===== src/rtl/program_loader_pkg.sv =====
// Shared state encoding and word-packing constants for the boot program loader.
package program_loader_pkg;

    typedef enum logic [2:0] {
        ST_HDR_HI = 3'd0,
        ST_HDR_LO = 3'd1,
        ST_DATA   = 3'd2,
        ST_CHECK  = 3'd3,
        ST_DONE   = 3'd4,
        ST_ERROR  = 3'd5
    } state_t;

    localparam int WORD_BYTES = 4;

    function automatic logic is_hdr_or_data(input state_t s);
        return (s == ST_HDR_HI) || (s == ST_HDR_LO) || (s == ST_DATA);
    endfunction

endpackage


===== src/rtl/program_loader_packer.sv =====
// Big-endian byte-to-word packer: word/word_valid are presented combinationally with the 4th byte.
module program_loader_packer
    import program_loader_pkg::*;
(
    input  logic        clock,
    input  logic        reset,
    input  logic        clear,
    input  logic        en,
    input  logic [7:0]  in_byte,
    output logic [31:0] word,
    output logic        word_valid
);

    logic [23:0] shreg_p0;
    logic [1:0]  cnt_p0;

    assign word       = {shreg_p0, in_byte};
    assign word_valid = en && (cnt_p0 == 2'(WORD_BYTES - 1));

    // Stage p0: earlier bytes of the current word; count wraps to 0 after the 4th byte
    always_ff @(posedge clock) begin
        if (reset || clear) begin
            shreg_p0 <= '0;
            cnt_p0   <= '0;
        end else if (en) begin
            shreg_p0 <= {shreg_p0[15:0], in_byte};
            cnt_p0   <= cnt_p0 + 2'd1;
        end
    end

endmodule


===== src/rtl/program_loader.sv =====
// Boot loader: streams a length-prefixed image into word memory and releases the CPU when complete.
// Build option LOADER_CHECKSUM_EN adds an XOR trailer byte checked before DONE.
module program_loader
    import program_loader_pkg::*;
#(
    parameter int ADDR_WIDTH = 8,
    parameter int MAX_WORDS  = 256
) (
    input  logic                  clock,
    input  logic                  reset,
    input  logic                  in_valid,
    input  logic [7:0]            in_byte,
    output logic                  in_ready,
    output logic                  mem_write_en,
    output logic [ADDR_WIDTH-1:0] mem_addr,
    output logic [31:0]           mem_write_data,
    output logic                  cpu_run,
    output logic                  load_done,
    output logic                  load_error
);

    localparam logic [15:0] MAX_N = 16'(MAX_WORDS);
`ifdef LOADER_CHECKSUM_EN
    localparam state_t TAIL_ST = ST_CHECK;
    logic [7:0] csum;
`else
    localparam state_t TAIL_ST = ST_DONE;
`endif

    state_t                state;
    logic [7:0]            n_hi;
    logic [ADDR_WIDTH-1:0] widx;
    logic [ADDR_WIDTH-1:0] last_idx;
    logic [15:0]           hdr_n;
    logic                  accept;
    logic [31:0]           word;
    logic                  word_valid;

    assign accept = in_valid && in_ready;
    assign hdr_n  = {n_hi, in_byte};

    program_loader_packer u_packer (
        .clock      (clock),
        .reset      (reset),
        .clear      (state != ST_DATA),
        .en         (accept && (state == ST_DATA)),
        .in_byte    (in_byte),
        .word       (word),
        .word_valid (word_valid)
    );

    // in_ready is registered from the next state, so in_valid never reaches it combinationally
    always_ff @(posedge clock) begin
        if (reset) begin
            state          <= ST_HDR_HI;
            in_ready       <= 1'b0;
            mem_write_en   <= 1'b0;
            mem_addr       <= '0;
            mem_write_data <= '0;
            cpu_run        <= 1'b0;
            load_done      <= 1'b0;
            load_error     <= 1'b0;
            n_hi           <= '0;
            widx           <= '0;
            last_idx       <= '0;
`ifdef LOADER_CHECKSUM_EN
            csum           <= '0;
`endif
        end else begin
            mem_write_en <= 1'b0;
            in_ready     <= 1'b1;
`ifdef LOADER_CHECKSUM_EN
            if (accept && is_hdr_or_data(state))
                csum <= csum ^ in_byte;
`endif
            case (state)
                ST_HDR_HI: begin
                    if (accept) begin
                        n_hi  <= in_byte;
                        state <= ST_HDR_LO;
                    end
                end
                ST_HDR_LO: begin
                    if (accept) begin
                        if (hdr_n > MAX_N) begin
                            state      <= ST_ERROR;
                            load_error <= 1'b1;
                            in_ready   <= 1'b0;
                        end else if (hdr_n == 16'd0) begin
                            state    <= TAIL_ST;
                            in_ready <= (TAIL_ST != ST_DONE);
                        end else begin
                            last_idx <= ADDR_WIDTH'(hdr_n - 16'd1);
                            widx     <= '0;
                            state    <= ST_DATA;
                        end
                    end
                end
                ST_DATA: begin
                    if (word_valid) begin
                        mem_write_en   <= 1'b1;
                        mem_addr       <= widx;
                        mem_write_data <= word;
                        if (widx == last_idx) begin
                            state    <= TAIL_ST;
                            in_ready <= (TAIL_ST != ST_DONE);
                        end else begin
                            widx <= widx + ADDR_WIDTH'(1);
                        end
                    end
                end
`ifdef LOADER_CHECKSUM_EN
                ST_CHECK: begin
                    if (accept) begin
                        in_ready <= 1'b0;
                        if (in_byte == csum) begin
                            state <= ST_DONE;
                        end else begin
                            state      <= ST_ERROR;
                            load_error <= 1'b1;
                        end
                    end
                end
`endif
                // Release lags DONE entry by one cycle so it follows the final write strobe
                ST_DONE: begin
                    in_ready  <= 1'b0;
                    load_done <= 1'b1;
                    cpu_run   <= 1'b1;
                end
                ST_ERROR: begin
                    in_ready <= 1'b0;
                end
                default: begin
                    state      <= ST_ERROR;
                    load_error <= 1'b1;
                    in_ready   <= 1'b0;
                end
            endcase
        end
    end

endmodule

===== config.mk =====
export PLATFORM = sky130hd
export DESIGN_NAME = program_loader
export DESIGN_NICKNAME = d
export VERILOG_FILES = /design/src/rtl/program_loader_pkg.sv /design/src/rtl/program_loader_packer.sv /design/src/rtl/program_loader.sv
export SDC_FILE = /design/constraint.sdc
export NUM_CORES = 1
export LEC_CHECK = 0
export ABC_AREA = 1
export BUFFER_PORTS_ARGS = -buffer_cell sky130_fd_sc_hd__buf_2
export CORE_UTILIZATION = 50
export DETAILED_ROUTE_END_ITERATION = 16
export GPL_ROUTABILITY_DRIVEN = 0
export HOLD_SLACK_MARGIN = 0.03
export PLACE_DENSITY = 0.84
export SLEW_MARGIN = 20
export SYNTH_ARGS = -nofsm -noshare
export SYNTH_HDL_FRONTEND = slang
export SYNTH_SLANG_ARGS = --single-unit

===== constraint.sdc =====
create_clock -name clock -period 1.35 [get_ports clock]
set_input_delay 0.135 -clock clock [delete_from_list [all_inputs] [get_ports clock]]
set_output_delay 0.135 -clock clock [all_outputs]
set_load 0.05 [all_outputs]

==> impl_results.md <==
* Status: finished with violations
* Failing checks: negative setup slack
* Hpwl dp at 7.05 mm
* Dpl cell area at 0.00481 mm^2
* DRT Pass-1 Iters at 7
* Critical Path Sink Type: flop
* Avg WL per Cell at 21.8 um
* Die width at 92.1 um
* Peak VDD IR at 0.680 mV
* RSZ-0062 raised after global routing: true
* Ant diodes at 0
* Leakage power at approximately 2.7 nW
* Core Box Area at around 0.0078 mm^2
* Clock Path Buffers at 2
* Reg area at 0.00196 mm^2
* Layout Skew at 10.8 ps
* Leading post-synthesis cells by cell area: dfxtp_1, o21ai_0, a21oi_1, inv_1, nand2_1
* Global-route wire length before repair at 20.1 mm
* Port Buf Inserts at 55
* Core Util, Final at 77.6%
* Die footprint at 0.00849 mm^2
* Synth warnings at 0
* Std-Cell Rows at 32
* TritonCTS buffer count at 9
* CTS tree: done
* Pwr per Cell Area at 1480 mW/mm^2
* Hold Path Class: in -> reg
* WHS Path Cells at 2
* Effective utilization at floorplan at 52.0%
* Final Max Tran Viols at 0
* CP dominant cell by count: nand2_1
* Io pins at 56
* Least-Margin Pin Slew at 569 ps
* CP max stage delay at between 400 and 500 ps
* Req. time, crit path at 1660 ps
* CP Launch Type: flop
* Worst path cell trace: nand3_1 > nor2_2 > buf_4 > nand2_1 > nand2_1 > nand2_1 > nor2_1 > nand4_1 > a21oi_2
* Final period util at 140%
* Finished layout cell area at 0.00606 mm^2
* Setup ws final at -539 ps
* Library cells used by synthesis at 33
* Root buf cell: clkbuf_8
* Initial antenna violation count at 0
* CP max FO at 4
* Worst-Skew Late Latency at 390 ps
* Final Hold Viols at 0
* Slowest CP cell: dfxtp_1
* Cell type with the largest total area after synthesis: dfxtp_1
* Synth Register Bits at 97
* Sequential area share after synthesis at between 40% and 50%
* Mapped cell area at 0.00406 mm^2
* CTS sink cnt at 97
* Cells after Synth at 539
* Nets at around 690
* GRT overflow at 0
* Tmin final at 1890 ps
* Top-area cell type share of the netlist area at 47.8%
* Max Cap Viol at 0
* Synthesized area per cell at 7.54 um^2
* Setup violators final at 94
* Critical Path Stages at 9
* Worst-path clk slew at around 100 ps
* Multi-input logic area at 0.00221 mm^2
* Vias in the first global route at 4052
* H-tree Lvls at 3
* GRT Total Usage at 30.3%
* Max_slew headroom at between 60% and 70%
* Routed WL at roughly 17 mm
* CP top delay family: simple AND/OR/NAND/NOR gates
* Largest net degree at the start of global routing at 40
* Worst setup path category: reg -> reg
* # fillers at roughly 420
* CP arrival at about 2200 ps
* R2r worst-path depth at 9
* Via count at 4880
* Share of cells above drive strength 1 at 43.8%
* Area delta synth->final at 49.3%
* Antenna viol nets, final at 0
* Die Y at 92.1 um
* Residual DRC at 0
* Synthesized net count at 553
* DR iter-0 viols at 681
* Crit path buf inv count at 1
* Vias per cell at roughly 6.3
* F_max at 529 MHz
per-stage QoR:
| stage | std cells | hold slack (ps) | setup TNS, ps | setup WS [ps] | total power, mW |
|---|---|---|---|---|---|
| after floorplan | 539 | 225 | -1440 | -99.2 | 4.84 |
| after global placement | 726 | 364 | -4010 | -166 | 5.53 |
| after detailed placement | 726 | 366 | -7790 | -250 | 5.61 |
| after CTS | 765 | 96.8 | -5990 | -202 | 7.67 |
| after global routing | 778 | 129 | -21700 | -660 | 9.24 |
| final | 778 | 122 | -17440 | -539 | 8.95 |
state kept, by name, indices dropped and copies added (netlist names):
| signal | cells |
|---|---|
| in_ready | 1 |
| last_idx | 8 |
| load_done | 1 |
| load_error | 1 |
| mem_addr | 8 |
| mem_write_data | 32 |
| mem_write_en | 1 |
| n_hi | 8 |
| state | 3 |
| u_packer.cnt_p0 | 2 |
| u_packer.shreg_p0 | 24 |
| widx | 8 |
cells by family after synthesis:
family	count (synthesis)	share of synthesized area (%)
buffers and inverters	106	10.6
DFF	97	47.8
and+or+nand+nor	169	18.9
AOI/OAI and AO/OA	151	18.9
xor gates and xnor gates	13	2.80
adders and majority gates	3	0.924
worst register-to-register path: cells and delay by family (launching register included):
kind            cells  cell delay [ps]
simple gates        7              960
flops               1              460
compound gates      1              250
buf+inv             1              150
where the power goes:
part	switching (mW)	internal, mW	leakage [nW]	total (mW)
sequential	0.217	3.08	0.789	3.30
clock	1.14	0.750	0.0968	1.89
combinational	2.41	1.36	1.84	3.76
total	3.76	5.19	2.72	8.95
timing repair:
action	CTS	global route
pin swaps	11	32
endpoints found under the setup margin	95	95
cloned	9	5
gates resized for setup	102	140
hold endpoints to repair	1	0
setup buffers	15	14
hold buffers	1	0
layout by cell type (no fill, tap or decap), types with 3 or more instances in the layout:
| master | n |
|---|---|
| dfxtp_2 | 9 |
| buf_4 | 54 |
| buf_2 | 57 |
| a21oi_1 | 48 |
| nand2_2 | 10 |
| o21ai_1 | 24 |
| xnor2_1 | 10 |
| o21ai_2 | 38 |
| inv_4 | 5 |
| buf_6 | 13 |
| nand2_4 | 5 |
| nor2_4 | 13 |
| nor2_1 | 43 |
| nand2_1 | 50 |
| o21ai_0 | 11 |
| inv_8 | 4 |
| clkbuf_8 | 10 |
| nor2_2 | 10 |
| nand3_1 | 13 |
| buf_8 | 4 |
| nand4_1 | 6 |
| dfxtp_1 | 86 |
| nor3_1 | 5 |
| inv_1 | 71 |
| a21oi_2 | 21 |
| inv_2 | 4 |
| nand3_4 | 5 |
| xor2_1 | 3 |
| buf_16 | 3 |
| buf_12 | 9 |
final timing paths:
path                          from                 end  slack (ps)
max                        widx[1]             widx[5]        -540
min                          reset             n_hi[2]         120
max reg2reg                widx[1]             widx[5]        -540
min reg2reg  u_packer.shreg_p0[19]  mem_write_data[27]         500
synthesized netlist by cell type:
cell type / number
nor2_4: 2
a211oi_1: 2
or2_2: 1
a21oi_1: 71
nand2_1: 61
clkinv_1: 2
nor3b_1: 2
nor2_1: 61
nor3_1: 7
inv_2: 3
buf_1: 1
buf_4: 1
clkinv_2: 1
nand2_4: 2
clkbuf_1: 12
xor2_1: 3
nand2_2: 3
nand4_1: 6
clkbuf_4: 1
dfxtp_1: 97
nor2_8: 1
o21a_1: 1
o21ai_0: 74
buf_2: 8
inv_1: 75
o211ai_1: 2
nand3_1: 19
xnor2_1: 10
nor2_2: 3
a31oi_1: 1
buf_6: 2
nand3_4: 1
ha_1: 3
area by class of cell:
cell class | instances | area share [%]
clock inverters | 5 | 0.805
repair inverters | 3 | 0.392
clock buffers | 10 | 2.27
multi-input cells | 337 | 36.5
repair buffers | 143 | 20.1
well taps | 102 | 2.11
inverters | 81 | 5.47
flip-flops and latches | 97 | 32.3
per-layer routing:
metal  part of all wire (%)  track usage [%]  up-vias
met5                      0                0        -
met4                    7.8             14.5        0
met3                     13             6.22      155
met2                     44             48.8      481
met1                     35             38.9     2234
li1                       -                -     2010
(Power assumes the default switching activity.)
